==> src/rtl/uart_rx.sv <==
// ---------------------------------------------------------------------------
// uart_rx -- 8N1 UART receiver with valid/ack handshake
//
// Receives frames of 1 start bit (0), 8 data bits LSB first and 1 stop bit (1).
// Each bit lasts BAUD_DIV clk cycles. Bits are sampled mid-bit, timed from
// the first synchronized low cycle of the start bit.
//
// Parameters:
//   BAUD_DIV  clk cycles per serial bit (even, 4..256); must match transmitter
//
// Ports:
//   clk        in   rising-edge system clock
//   reset      in   asynchronous, active-high reset
//   rx         in   asynchronous serial line, idle high
//   rx_ack     in   consumer acknowledge; clears rx_valid and overrun
//   data_out   out  [7:0] last received byte
//   rx_valid   out  level; data_out holds an unacknowledged byte
//   frame_err  out  one-cycle pulse when the stop bit is sampled low
//   overrun    out  sticky; a byte was overwritten before acknowledge
//   busy       out  high whenever the receiver is not idle
// ---------------------------------------------------------------------------
module uart_rx #(
  parameter int BAUD_DIV = 4
) (
  input  logic       clk,
  input  logic       reset,
  input  logic       rx,
  input  logic       rx_ack,
  output logic [7:0] data_out,
  output logic       rx_valid,
  output logic       frame_err,
  output logic       overrun,
  output logic       busy
);

  localparam int CW = $clog2(BAUD_DIV);

  // Counter compare points. The counter is cleared on the transition into
  // START, so the START cycle with count HALF_LAST is cycle E+BAUD_DIV/2.
  localparam logic [CW-1:0] HALF_LAST = CW'(BAUD_DIV / 2 - 1);
  localparam logic [CW-1:0] FULL_LAST = CW'(BAUD_DIV - 1);

  typedef enum logic [2:0] {
    IDLE,
    START,
    DATA,
    STOP,
    BREAK
  } state_t;

  state_t          state_reg;
  logic            rx_meta_reg;
  logic            rx_s_reg;
  logic [CW-1:0]   baud_cnt_reg;
  logic [2:0]      bit_idx_reg;
  logic [7:0]      shift_reg;

  // Two-flop synchronizer; resets to the idle line level.
  always_ff @(posedge clk or posedge reset) begin
    if (reset) begin
      rx_meta_reg <= 1'b1;
      rx_s_reg    <= 1'b1;
    end else begin
      rx_meta_reg <= rx;
      rx_s_reg    <= rx_meta_reg;
    end
  end

  always_ff @(posedge clk or posedge reset) begin
    if (reset) begin
      state_reg    <= IDLE;
      baud_cnt_reg <= '0;
      bit_idx_reg  <= '0;
      shift_reg    <= '0;
      data_out     <= 8'h00;
      rx_valid     <= 1'b0;
      frame_err    <= 1'b0;
      overrun      <= 1'b0;
      busy         <= 1'b0;
    end else begin
      frame_err <= 1'b0;

      // Handshake. An ack with nothing pending is ignored. A byte completing
      // in the same cycle overrides these assignments further down.
      if (rx_ack && rx_valid) begin
        rx_valid <= 1'b0;
        overrun  <= 1'b0;
      end

      case (state_reg)
        IDLE: begin
          if (!rx_s_reg) begin
            state_reg    <= START;
            baud_cnt_reg <= '0;
            busy         <= 1'b1;
          end
        end

        START: begin
          if (baud_cnt_reg == HALF_LAST) begin
            baud_cnt_reg <= '0;
            if (!rx_s_reg) begin
              state_reg   <= DATA;
              bit_idx_reg <= '0;
            end else begin
              // Line went back high before mid-start: treat as a glitch.
              state_reg <= IDLE;
              busy      <= 1'b0;
            end
          end else begin
            baud_cnt_reg <= baud_cnt_reg + CW'(1);
          end
        end

        DATA: begin
          if (baud_cnt_reg == FULL_LAST) begin
            baud_cnt_reg <= '0;
            // LSB first: after eight right shifts the first bit sits in bit 0.
            shift_reg <= {rx_s_reg, shift_reg[7:1]};
            if (bit_idx_reg == 3'd7) begin
              state_reg <= STOP;
            end
            bit_idx_reg <= bit_idx_reg + 3'd1;
          end else begin
            baud_cnt_reg <= baud_cnt_reg + CW'(1);
          end
        end

        STOP: begin
          if (baud_cnt_reg == FULL_LAST) begin
            baud_cnt_reg <= '0;
            if (rx_s_reg) begin
              data_out  <= shift_reg;
              rx_valid  <= 1'b1;
              // Overwriting a pending, unacknowledged byte.
              if (rx_valid && !rx_ack) begin
                overrun <= 1'b1;
              end
              state_reg <= IDLE;
              busy      <= 1'b0;
            end else begin
              frame_err <= 1'b1;
              state_reg <= BREAK;
            end
          end else begin
            baud_cnt_reg <= baud_cnt_reg + CW'(1);
          end
        end

        BREAK: begin
          // Wait out a held-low line so it is not decoded as new start bits.
          if (rx_s_reg) begin
            state_reg <= IDLE;
            busy      <= 1'b0;
          end
        end

        default: begin
          state_reg <= IDLE;
          busy      <= 1'b0;
        end
      endcase
    end
  end

endmodule

==> config.mk <==
export PLATFORM = sky130hd
export DESIGN_NAME = uart_rx
export DESIGN_NICKNAME = d
export VERILOG_FILES = /design/src/rtl/uart_rx.sv
export SDC_FILE = /design/constraint.sdc
export NUM_CORES = 1
export LEC_CHECK = 0
export BUFFER_PORTS_ARGS = -buffer_cell sky130_fd_sc_hd__clkbuf_2
export CORE_ASPECT_RATIO = 2
export CORE_UTILIZATION = 40
export DETAILED_ROUTE_END_ITERATION = 10
export MAX_ROUTING_LAYER = met4
export PLACE_DENSITY = 0.65
export SLEW_MARGIN = 20
export SYNTH_ARGS = -nofsm -noshare
export SYNTH_HDL_FRONTEND = slang
export SYNTH_SLANG_ARGS = --single-unit
==> constraint.sdc <==
create_clock -name clk -period 3.48 [get_ports clk]
set_input_delay 0.348 -clock clk [delete_from_list [all_inputs] [get_ports clk]]
set_output_delay 0.348 -clock clk [all_outputs]
set_load 0.05 [all_outputs]
; Word level (Yosys, flattened, before mapping)
; Cells that the tools add are included.
[op_classes]
n_addsub = 2
eq_ne = 14
mux = 34
bitwise = 1
reduce_logical = 13
[op_table]
columns = cell, count
row1 = 3-bit 2-to-1 mux, 10
row2 = 1-bit 2-to-1 mux, 16
row3 = 3-bit case mux with 5 select lines, 1
row4 = 2-bit != test (second input constant), 7
row5 = 2-bit 2-to-1 mux, 4
row6 = 4-bit AND reduction, 2
row7 = 3-bit by 2-bit equality test with 1-bit output (second input constant), 2
row8 = 3-bit equality test (second input constant), 2
row9 = 2-bit case mux with 3 select lines, 1
row10 = 3-bit case mux with 2 select lines, 1
row11 = 6-bit AND reduction, 1
row12 = 1-bit case mux with 5 select lines, 1
row13 = 2-bit AND reduction, 2
row14 = 3-bit by 1-bit adder with 3-bit output (second input constant), 1
row15 = 3-bit by 1-bit equality test with 1-bit output (second input constant), 1
row16 = 3-bit zero test, 1
row17 = 3-bit AND reduction, 1
row18 = 3-bit nonzero test, 1
row19 = 2-bit by 1-bit adder with 2-bit output (second input constant), 1
row20 = 2-bit by 1-bit equality test with 1-bit output (second input constant), 1
row21 = 2-bit equality test (second input constant), 1
row22 = 1-bit logical AND, 2
row23 = 2-bit nonzero test, 1
row24 = 2-bit OR reduction, 1
row25 = 2 further kinds, 2
[word_totals]
regBits = 30
out_inout_bits = 12
word_cells = 75

; Longest topological paths before layout
[logic_depth]
word_depth = 6
depth_mapped = 5
depth_no_buf = 5

; Least setup slack after synthesis
; OpenSTA, ideal clock, no wires.
[synth_timing]
path_kind = register to register
start = register baud_cnt_reg[0]
end = register shift_reg[0]
arrival_ns = 1.386
required_time_ns = 3.355
path_slack_ns = 1.970
stages_incl_launch_ff = 6
path_buffers = 1
period_less_slack_ns = 1.510
cell_sequence = dfrtp_1 -> ha_1 -> and3b_1 -> nor2b_4 -> buf_6 -> mux2_2
[synth_between]
elab_chain_len = 2
[synth_lines]
columns = element, line_no
row1 = "start, declared", 54  ; logic [CW-1:0] baud_cnt_reg;
row2 = "start signal, assigned", 111  ; baud_cnt_reg <= baud_cnt_reg + CW'(1);
row3 = "start signal, assigned", 125  ; baud_cnt_reg <= baud_cnt_reg + CW'(1);
row4 = "start signal, assigned", 146  ; baud_cnt_reg <= baud_cnt_reg + CW'(1);
row5 = 2-bit equality test, 116  ; if (baud_cnt_reg == FULL_LAST) begin
row6 = 2-bit AND reduction (no line), --
row7 = "end signal, assigned", 119  ; shift_reg <= {rx_s_reg, shift_reg[7:1]};
row8 = "end, declared", 56  ; logic [7:0] shift_reg;
; Every way passes these cells.
; A chain may end at the register's enable or synchronous reset.

; Final worst setup path
[layout_timing]
start = register baud_cnt_reg[0]
end = register shift_reg[4]
; The elaborated chain is that of the path after synthesis.

==> reports/metrics.yaml <==
run_status:
  outcome: "finished clean"
sta:
  relSlewSlack_pct: 58.3
  max_freq_ghz: 0.584
  rsz0062_at_grt: "false"
  tns_ns: 0
  finalCriticalPeriod_ns: 1.71
  setup_ws_ns: 1.77
  worstMarginPinSlew_ns: 0.624
  slew_viol_final: 0
  finalClockSkew_ns: 0.0113
  finalSetupViolCount: 0
  finalHoldViolCount: 0
  fin_crit_sh_pct: 49.2
layout:
  fin_nets: 126
  layout-drive-gt1-share_pct: 39.8
  most-common-layout-cells: "dfrtp_1 (28), mux2_2 (17), clkbuf_2 (15)"
  layout_commonest_cell: "dfrtp_1"
  n_fill_cell: 287
  instances_no_fill: 149
  diodes: 0
  final_util_pct: 47.2
  areaGrowthSynthToFinish_pct: 13.5
worst_hold_path:
  hp-class: "in -> async"
detailed_routing:
  ant_nets: 0
  wl_per_cell_um: 14.8
  drt_iter0_drc: 5
  vias: 823
  drc: 0
  routed_wl_um: 2210
  drt_first_pass_iters: 4
  vias_per_cell: 5.52
logic_synthesis:
  synth_cells: 100
  synth_seq_cells: 30
  synth_area_um2: 1310
  avgSynthCellArea_um2: 13.1
  syn_nets: 109
  synth_cell_type_count: 27
  synth-seq-area-share_pct: 57.4
  yosys_warnings: 0
placed_design:
  dpl.hpwl_um: 1540
  place_ws_ns: 1.77
  post-place-cells: 141
  gp_congestion: 0.752
  port_buffers: 15
run:
  drv_cap: 0
critical_path:
  r2r_slack_ns: 1.77
  regToRegStartpoint: "baud_cnt_reg[0]"
  cp-end-kind: "flop"
  criticalPathCategory: "reg -> reg"
  r2r_cells: 4
  crit_required_ns: 3.64
  worst-endpoint-arrival_ns: 1.87
  critPathLaunchType: "flop"
  critical_path_peak_fanout: 11
  crit_start: "baud_cnt_reg[0]"
clocking:
  cts.clk_slew.worst_paths_ns: 0.07
  clk_latency_ns: 0.28
  cts-resized-gates: 0
  cts_setup_buffers: 0
  clock_path_buffers: 2
  cts_tree: "built"
  cts_sinks: 30
  htreeDepth: 2
  numCtsBuffers: 5
  holdBufCountCts: 0
  root_buffer: "clkbuf_8"
power_and_ir_drop:
  p_int_w: 0.000691
  power.leakage_nw: 0.761
  p_comb_share_pct: 25.8
  p_total_w: 0.00107
  p_switching_w: 0.000380
  p_clk_share_pct: 27.5
  p_seq_share_pct: 46.7
  peakVddDrop_mv: 0.356
  sw_frac_of_total_pct: 35.5
  p_per_area_nw_per_um2: 719
floorplanning:
  die_area_um2: 3530
  io_pins: 16
  die_width_um: 42.5
  row_count: 29
  die_height_um: 83.0
  core_um2: 3160
  floorplan.initialDensity_pct: 41.6
global_routing:
  grt_overflow: 0
  grt_pass1_vias: 850
  grt_use_total_pct: 15.3
  antenna_found_initial: 0
  grt_pass1_wl_um: 3820
  grt_max_degree: 31
## metal layers
layer	global-route usage (%)	routed length (um)	part of all wire, %	vias to the layer above
met5	-	0	0	-
met2	24.2	1140	52	20
met1	15.0	917	42	411
li1	-	-	-	386
met4	10.2	67	3.0	0
met3	5.87	82	3.7	6
## per-stage QoR
stage	instance area [um^2]	hold slack [ns]
2_1_floorplan	1310	0.345
3_3_place_gp	1400	0.347
3_5_place_dp	1400	0.359
4_1_cts	1490	0.148
5_1_grt	1490	0.139
6_report	1490	0.125
## cells in the mapped netlist
master	instances	share of area, %
nor4bb_1	1	0.76
nor3b_1	2	1.1
a22o_1	2	1.3
buf_6	1	0.86
and4bb_2	1	0.95
o21ai_0	4	1.5
dfstp_2	2	4.0
mux2_2	17	15
nand2_1	1	0.29
dfrtp_1	28	53
nand2_4	1	0.86
buf_2	4	1.5
a21oi_1	6	2.3
a311oi_1	1	0.67
nor2b_4	1	1.0
and4b_2	1	0.86
mux2i_1	1	0.76
nor2b_1	2	0.95
nor3_1	2	0.76
ha_1	5	4.8
nor2_1	4	1.1
and3b_1	1	0.67
a31oi_1	1	0.48
o21bai_1	1	0.57
o31ai_1	2	1.1
inv_1	7	2.0
o32ai_1	1	0.67
## power groups by stage
stage	sequential, W	combinational, W	clock [W]
global route	0.000515	0.000305	0.000320
CTS	0.000500	0.000281	0.000301
global placement	0.000499	0.000272	0
detailed placement	0.000507	0.000280	0
floorplan	0.000530	0.000196	0
finish	0.000501	0.000277	0.000294
## worst paths after layout
path / to
max: shift_reg[4]
min: bit_idx_reg[1]
max reg2reg: shift_reg[4]
min reg2reg: rx_s_reg
max in group asynchronous: data_out[5]
min in group clk: rx_meta_reg
## cell type report
class / count / area (um^2) / share of cell area, %
clock inverter: 2 / 12.5 / 0.840
clock buffer: 6 / 82.6 / 5.54
tap: 31 / 38.8 / 2.60
timing repair buffer: 15 / 75.1 / 5.04
inverter: 7 / 26.3 / 1.76
sequential: 30 / 753 / 50.5
multi-input combinational: 58 / 502 / 33.7
## critical path, stage by stage, from the launching register on
cell and delay, ns:
dfrtp_1 0.42, ha_1 0.27, and3b_1 0.20, nor2b_4 0.32, mux2_2 0.38
## cells by family (layout without fill, tap and decap cells)
family / after synthesis / after routing / share of synthesized area (%)
flops: 30 / 30 / 57.4
fa+ha+maj: 5 / 5 / 4.77
buf+inv: 12 / 30 / 4.39
simple gates: 17 / 17 / 9.44
mux: 18 / 18 / 15.3
compound gates: 18 / 18 / 8.68
No activity file was read; power rests on OpenSTA's default activity.
